File: config.mk
export PLATFORM = sky130hd
export DESIGN_NAME = sevenseg_scan_n
export DESIGN_NICKNAME = d
export VERILOG_FILES = /design/src/rtl/sevenseg_scan_n.sv
export SDC_FILE = /design/constraint.sdc
export NUM_CORES = 1
export LEC_CHECK = 0
export CORE_AREA = 2 2 111 113
export CTS_CLUSTER_DIAMETER = 80
export DETAILED_ROUTE_END_ITERATION = 6
export DIE_AREA = 0 0 113 115
export PLACE_DENSITY = 0.54
export SYNTH_ARGS = -nofsm -noshare
export SYNTH_HDL_FRONTEND = slang
export SYNTH_SLANG_ARGS = --single-unit
File: constraint.sdc
create_clock -name clk -period 2.6 [get_ports clk]
set_input_delay 0.65 -clock clk [delete_from_list [all_inputs] [get_ports clk]]
set_output_delay 0.65 -clock clk [all_outputs]
set_load 0.03 [all_outputs]
File: src/rtl/sevenseg_scan_n.sv
// N-digit time-multiplexed common-anode seven-segment driver with prescaler, atomic shadow load,
// leading-zero blanking and a one-cycle dead slot. Optional PWM dimming: SEVENSEG_BRIGHTNESS_PWM_EN.
module sevenseg_scan_n #(
  parameter int NUM_DIGITS = 8,
  parameter int SCAN_DIV   = 100000
) (
`ifdef SEVENSEG_BRIGHTNESS_PWM_EN
  input  logic [3:0]              brightness,
`endif
  input  logic                    clk,
  input  logic                    rst,
  input  logic                    load,
  input  logic [4*NUM_DIGITS-1:0] digits,
  input  logic [NUM_DIGITS-1:0]   dp_in,
  input  logic                    blank_lz,
  output logic [NUM_DIGITS-1:0]   an,
  output logic [6:0]              seg,
  output logic                    dp_n
);
  localparam int PW = (SCAN_DIV > 1) ? $clog2(SCAN_DIV) : 1;
  localparam int IW = (NUM_DIGITS > 1) ? $clog2(NUM_DIGITS) : 1;

  logic [PW-1:0]           r_pre;
  logic [IW-1:0]           r_idx;
  logic [4*NUM_DIGITS-1:0] r_dig;
  logic [NUM_DIGITS-1:0]   r_dp;
  logic                    r_blz;
  logic [NUM_DIGITS-1:0]   r_an;
  logic [6:0]              r_seg;
  logic                    r_dpn;

  logic                    w_tc;
  logic [3:0]              w_cur;
  logic [NUM_DIGITS-1:0]   w_blank_vec;
  logic                    w_zero_run;
  logic                    w_blank;
  logic [6:0]              w_seg;
  logic                    w_dpn;
  logic [NUM_DIGITS-1:0]   w_onehot;
  logic                    w_pwm_on;

  function automatic logic [6:0] decode(input logic [3:0] v);
    case (v)
      4'h0: decode = 7'b1000000;
      4'h1: decode = 7'b1111001;
      4'h2: decode = 7'b0100100;
      4'h3: decode = 7'b0110000;
      4'h4: decode = 7'b0011001;
      4'h5: decode = 7'b0010010;
      4'h6: decode = 7'b0000010;
      4'h7: decode = 7'b1111000;
      4'h8: decode = 7'b0000000;
      4'h9: decode = 7'b0010000;
      4'hA: decode = 7'b0001000;
      4'hB: decode = 7'b0000011;
      4'hC: decode = 7'b1000110;
      4'hD: decode = 7'b0100001;
      4'hE: decode = 7'b0000110;
      default: decode = 7'b1111111;
    endcase
  endfunction

  // A digit is blanked when it and every digit to its left are zero; digit 0 never is.
  always_comb begin
    w_zero_run  = 1'b1;
    w_blank_vec = '0;
    for (int k = NUM_DIGITS - 1; k >= 1; k--) begin
      w_zero_run     = w_zero_run & (r_dig[4*k +: 4] == 4'h0);
      w_blank_vec[k] = w_zero_run;
    end
  end

  assign w_tc     = (r_pre == PW'(SCAN_DIV - 1));
  assign w_cur    = r_dig[{r_idx, 2'b00} +: 4];
  assign w_blank  = r_blz & w_blank_vec[r_idx];
  assign w_seg    = w_blank ? 7'h7F : decode(w_cur);
  assign w_dpn    = w_blank | ~r_dp[r_idx];
  assign w_onehot = NUM_DIGITS'(1) << r_idx;

`ifdef SEVENSEG_BRIGHTNESS_PWM_EN
  logic [3:0] r_pwm;
  logic [3:0] r_bri;

  assign w_pwm_on = (r_pwm <= r_bri);

  always_ff @(posedge clk) begin
    if (rst) begin
      r_pwm <= 4'h0;
      r_bri <= 4'hF;
    end else begin
      r_pwm <= r_pwm + 4'h1;
      if (load) r_bri <= brightness;
    end
  end
`else
  assign w_pwm_on = 1'b1;
`endif

  // The advance edge blanks all anodes so the old segments never ghost onto the next digit.
  always_ff @(posedge clk) begin
    if (rst) begin
      r_pre <= '0;
      r_idx <= '0;
      r_dig <= '1;
      r_dp  <= '0;
      r_blz <= 1'b0;
      r_an  <= '1;
      r_seg <= 7'h7F;
      r_dpn <= 1'b1;
    end else begin
      r_pre <= w_tc ? '0 : r_pre + 1'b1;
      if (w_tc) r_idx <= (r_idx == IW'(NUM_DIGITS - 1)) ? '0 : r_idx + 1'b1;
      if (load) begin
        r_dig <= digits;
        r_dp  <= dp_in;
        r_blz <= blank_lz;
      end
      r_an  <= (w_tc || !w_pwm_on) ? '1 : ~w_onehot;
      r_seg <= w_seg;
      r_dpn <= w_dpn;
    end
  end

  assign an   = r_an;
  assign seg  = r_seg;
  assign dp_n = r_dpn;
endmodule

## Yosys cells after proc, flatten, opt, wreduce, memory -nomap -nowiden

Memory sizes are Yosys's and may differ from the RTL's. A register that Yosys moved wholly into a read port is not among the register bits.
Index checks and enable logic that the tools add are counted.

| word-level totals | value |
|---|---|
| flip-flop bits (word level) | 70 |
| bits in latches | 0 |
| memory bits (writable) | 0 |
| bits in read-only memories | 112 |
| bits of input ports | 44 |
| output and inout port bits | 16 |
| logic and storage cells | 39 |
| memories kept | 1 |

Memory list:

| name | depth | bits a word | read ports | clocked after Yosys merged registers in | wr ports | RTL line | text |
|---|---|---|---|---|---|---|---|
| (no name shown) | 16 | 7 | 1 | 1 | 0 | 43 | `case (v)` |

| cells by class | value |
|---|---|
| add/sub/neg operators | 2 |
| multiply operators | 0 |
| div/mod/pow operators | 0 |
| $lt $le $gt $ge | 1 |
| equality and inequality tests | 2 |
| shifts and indexed selects | 2 |
| muxes and demuxes | 5 |
| bitwise operators | 10 |
| reduce and logical (&&, ||, !) cells | 9 |

Operators by type and width:

| operator | count |
|---|---|
| 32-bit by 6-bit indexed part select with 4-bit output | 1 |
| 4-bit zero test | 7 |
| 17-bit by 1-bit adder with 17-bit output, second input constant | 1 |
| 17-bit equality test, second input constant | 1 |
| 8-bit inverter | 1 |
| 1-bit by 3-bit << shifter with 8-bit output, first input constant | 1 |
| 1-bit bitwise AND | 7 |
| 1-bit binary-select mux with 3-bit select | 2 |
| 3-bit by 4-bit less-than comparator with 1-bit output, second input constant | 1 |
| 2-bit OR reduction | 2 |
| 3-bit by 1-bit adder with 3-bit output, second input constant | 1 |
| 3-bit equality test, second input constant | 1 |
| 3-bit 2-to-1 mux | 1 |
| 1-bit 2-to-1 mux | 2 |
| 1-bit inverter | 1 |
| 1-bit OR | 1 |

## Logic depth before layout (Yosys ltp)

| depth | value |
|---|---|
| depth after elaboration | 11 |
| mapped depth | 9 |
| depth with buffers taken out | 7 |

## Worst setup path before layout

No wires, ideal clock.

| path | value |
|---|---|
| path kind | register to register |
| from | register r_idx[0] |
| to | register r_seg[3] (netlist: seg[3]) |
| library setup time | 158 ps |
| data arrival time | 2252 ps |
| required time | 2442 ps |
| path slack | 190 ps |
| stages on the path, launching flop included | 9 |
| buffers on the path | 2 |
| period minus slack after synthesis | 2410 ps |
| cells stage by stage | dfxtp_1 -> buf_2 -> buf_2 -> mux4_2 -> mux2i_1 -> inv_1 -> ha_1 -> o211ai_1 -> o311ai_0 |

| on the way | value |
|---|---|
| word-level cells in the longest chain between the ends | 4 |
| elaborated cells on any way between the ends | 5 |
| classes of those cells | shift: 1; mux: 2; bitwise: 1; reduce/logical: 1 |

Ends and longest elaborated chain:

| element | RTL line | text |
|---|---|---|
| from (decl) | 24 | `logic [IW-1:0] r_idx;` |
| from (signal assigned) | 112 | `if (w_tc) r_idx <= (r_idx == IW'(NUM_DIGITS - 1)) ? '0 : r_idx + 1'b1;` |
| 1-bit binary-select mux with 3-bit select | 75 | `assign w_blank = r_blz & w_blank_vec[r_idx];` |
| 1-bit 2-to-1 mux (implied by the code) | 75 |  |
| 1-bit bitwise AND | 75 |  |
| 2-bit OR reduction (no line) | -- |  |
| to (decl) | 29 | `logic [6:0] r_seg;` |

Parallel ways exist; a longest one is shown, timed or not. The select of a mux whose other input is x is not followed.
A chain may end at the register's enable or synchronous reset.

## Final worst setup path

Same ends and word-level chain as after synthesis.

==> summary.md <==
| Metric | Value |
|---|---|
| Post-DRT Antenna Nets | `0` |
| Final hold viol count | `0` |
| Initial DRC Count | `105` |
| Post-layout min period | `2.249 ns` |
| Max_slew headroom | `55.95%` |
| Synth-to-layout area growth | `33.54%` |
| Clock root cell | `clkbuf_16` |
| Prevailing post-synth register cell | `dfxtp_1` |
| Largest net degree at the start of global routing | `42` |
| Register share of total power | `42.7%` |
| Setup TNS | `0 ns` |
| Delay-heaviest family, CP | `multiplexers` |
| Gr ovfl total | `0` |
| Async SR Flop Fraction | `0%` |
| Num ports | `60` |
| CP arrival | `2.46 ns` |
| Vias in the first global route | `2446` |
| # setup viols final | `0` |
| Post-CTS Hold Buffers | `0` |
| Die width | `113 um` |
| Fin crit share | `86.50%` |
| Crit path cell chain | `buf_4, mux4_2, mux2_2, inv_1, ha_1, nand2_1, o211ai_1, o311ai_0` |
| Worst Hold Class | `reg -> reg` |
| Number of max-cap violations | `0` |
| First-pass GRT wire length | `12.25 mm` |
| Yosys reg bits | `77` |
| Violated checks | `DRC` |
| Fin area | `4508 sq um` |
| GRT Total Usage | `12.07%` |
| Number of vias per cell | `4.590` |
| Number of buffers added on ports | `59` |
| Clk_lat worst skew | `0.33 ns` |
| DR vias | `2538` |
| Layout cell share with drive strength beyond 1 | `10.34%` |
| Final WL | `7.556 mm` |
| Max VDD drop | `0.2806 mV` |
| DR pass1 iterations | `6` |
| Placed Area | `4167 sq um` |
| Mean Syn Cell Area | `10.02 sq um` |
| Die Y-Extent | `115 um` |
| Distinct cell type count after synthesis | `38` |
| Placed Instances | `537` |
| Sequential fraction of the synthesis area | `45.66%` |
| Clock power frac | `47.8%` |
| Core Region | `11810 sq um` |
| Fillcell total | `1191` |
| Final GP Congestion | `0.7778` |
| Crit-path max cell delay | `0.51 ns` |
| EDFF count, synth | `0` |
| Post-synthesis cell area | `3376 sq um` |
| Initial antenna violation count | `0` |
| Inserted Diodes | `0` |
| Skew final | `0.01048 ns` |
| Crit. End Element | `flop` |
| DP Wirelength | `5.619 mm` |
| Status | `complete, but fails checks` |
| Power Density | `660.6 nW/um^2` |
| F_max | `0.4446 GHz` |
| Worst Setup Path Type | `reg -> reg` |
| Most common cell after layout, fill and taps aside | `dfxtp_1` |
| Non-filler instance count after layout | `553` |
| Syn Inst Count | `337` |
| Starting Density | `28.58%` |
| Post-CTS setup buffer count | `0` |
| Clock H-tree levels | `3` |
| Synth Warn # | `0` |
| Most frequent cells in the layout | `77 x dfxtp_1, 58 x clkdlybuf4s50_1, 56 x nand2_1, 46 x mux2i_1, 45 x nor2_1` |
| Startpoint Class | `flop` |
| Leakage power | `1.793 nW` |
| RSZ-0062 raised after global routing | `false` |
| Nets | `458` |
| Max Slew Vio Count | `0` |
| Sw Ratio | `21.01%` |
| Worst slew pin tran | `0.6607 ns` |
| Post-cts resize count | `0` |
| Clk sinks | `77` |
| Critical Path Fanout Max | `11` |
| Worst path slowest cell | `mux4_2` |
| Die area | `13000 sq um` |
| Wire per inst | `13.66 um` |
| Worst-path clk slew | `0.06 ns` |
| Logic pwr share | `9.5%` |
| WHS | `0.4671 ns` |
| CTS Buf Count | `9` |
| Row count | `40` |
| Design internal power | `2.352 mW` |
| # DRC | `4` |
| Clock buffer depth | `2` |
| Worst path buffer plus inverter count | `2` |
| Syn nets | `394` |
| Req. time, crit path | `2.81 ns` |
| Sw Pwr | `625.6 uW` |
| CTS tree | `built` |
logic make-up after synthesis:
logic type,after synthesis,synth area share [%]
XOR/XNOR,15,3.892
adder cells (fa/ha/maj),13,4.819
AND/OR/NAND/NOR,132,17.24
buffers and inverters,23,2.743
AO/OA/AOI/OAI,19,4.670
flip-flops,77,45.66
multiplexers,58,20.98
worst reg2reg max path: stages, from the launching register on:
cell      delay (ns)
dfxtp_1         0.33
buf_4           0.22
mux4_2          0.51
mux2_2          0.33
inv_1           0.18
ha_1            0.30
nand2_1         0.07
o211ai_1        0.08
o311ai_0        0.12
stage by stage:
step / worst slack, ns / util [%] / total power [mW]
finish: 0.3510 / 38.17 / 2.978
global route: 0.1292 / 38.17 / 3.094
CTS: 0.3282 / 38.17 / 3.018
detailed placement: 0.3363 / 35.28 / 1.582
global placement: 0.4193 / 35.28 / 1.577
floorplan: 0.1898 / - / 1.446
registers in the layout, indices dropped and copies added (netlist names):
| name | flops |
|---|---|
| r_pre | 17 |
| dp_n | 1 |
| r_idx | 3 |
| seg | 7 |
| r_dig | 32 |
| an | 8 |
| r_dp | 8 |
| r_blz | 1 |
power by group through the flow:
stage / Sequential (mW) / Clock, mW / Combinational (mW)
after floorplan: 1.31 / 0 / 0.140
final: 1.27 / 1.42 / 0.283
after global routing: 1.28 / 1.51 / 0.311
after global placement: 1.30 / 0 / 0.282
after detailed placement: 1.30 / 0 / 0.285
after CTS: 1.27 / 1.46 / 0.286
metal layers:
layer | vias up | GRT usage [%] | part of all wire, %
li1 | 1302 | - | -
met1 | 1177 | 14.70 | 45
met2 | 53 | 20.80 | 50
met3 | 6 | 2.952 | 3.7
met4 | 0 | 4.472 | 1.1
met5 | - | 0 | 0
path summary, 6_finish.rpt:
check / startpoint / to / slack, ns / cells past startpoint
min reg2reg: r_pre[0] / r_pre[0] / 0.47 / 1
max reg2reg: r_idx[0] / seg[3] / 0.35 / 8
min: r_pre[0] / r_pre[0] / 0.47 / 1
max: r_idx[0] / seg[3] / 0.35 / 8
synth_stat cells (3+ instances only):
cell type / number / area, sq um
dfxtp_1: 77 / 1541
nand2_1: 56 / 210.2
mux2i_1: 46 / 460.4
nor2_1: 45 / 168.9
ha_1: 13 / 162.7
clkbuf_1: 10 / 37.54
mux4_2: 10 / 225.2
nand3_1: 9 / 45.04
xor2_1: 8 / 70.07
nor4_1: 7 / 43.79
xnor2_1: 7 / 61.31
inv_1: 6 / 22.52
o211ai_1: 4 / 30.03
o311ai_0: 4 / 35.03
buf_1: 3 / 11.26
o221ai_1: 3 / 26.28
final cells by class:
class	instances	area, sq um	area share [%]
clock inverters	4	95.09	2.109
well taps	147	183.9	4.080
inverters	7	26.28	0.5828
multi-input cells	237	1742	38.63
repair buffers	69	673.1	14.93
flip-flops and latches	77	1541	34.19
clock buffers	12	246.5	5.468
(Power assumes the default switching activity.)
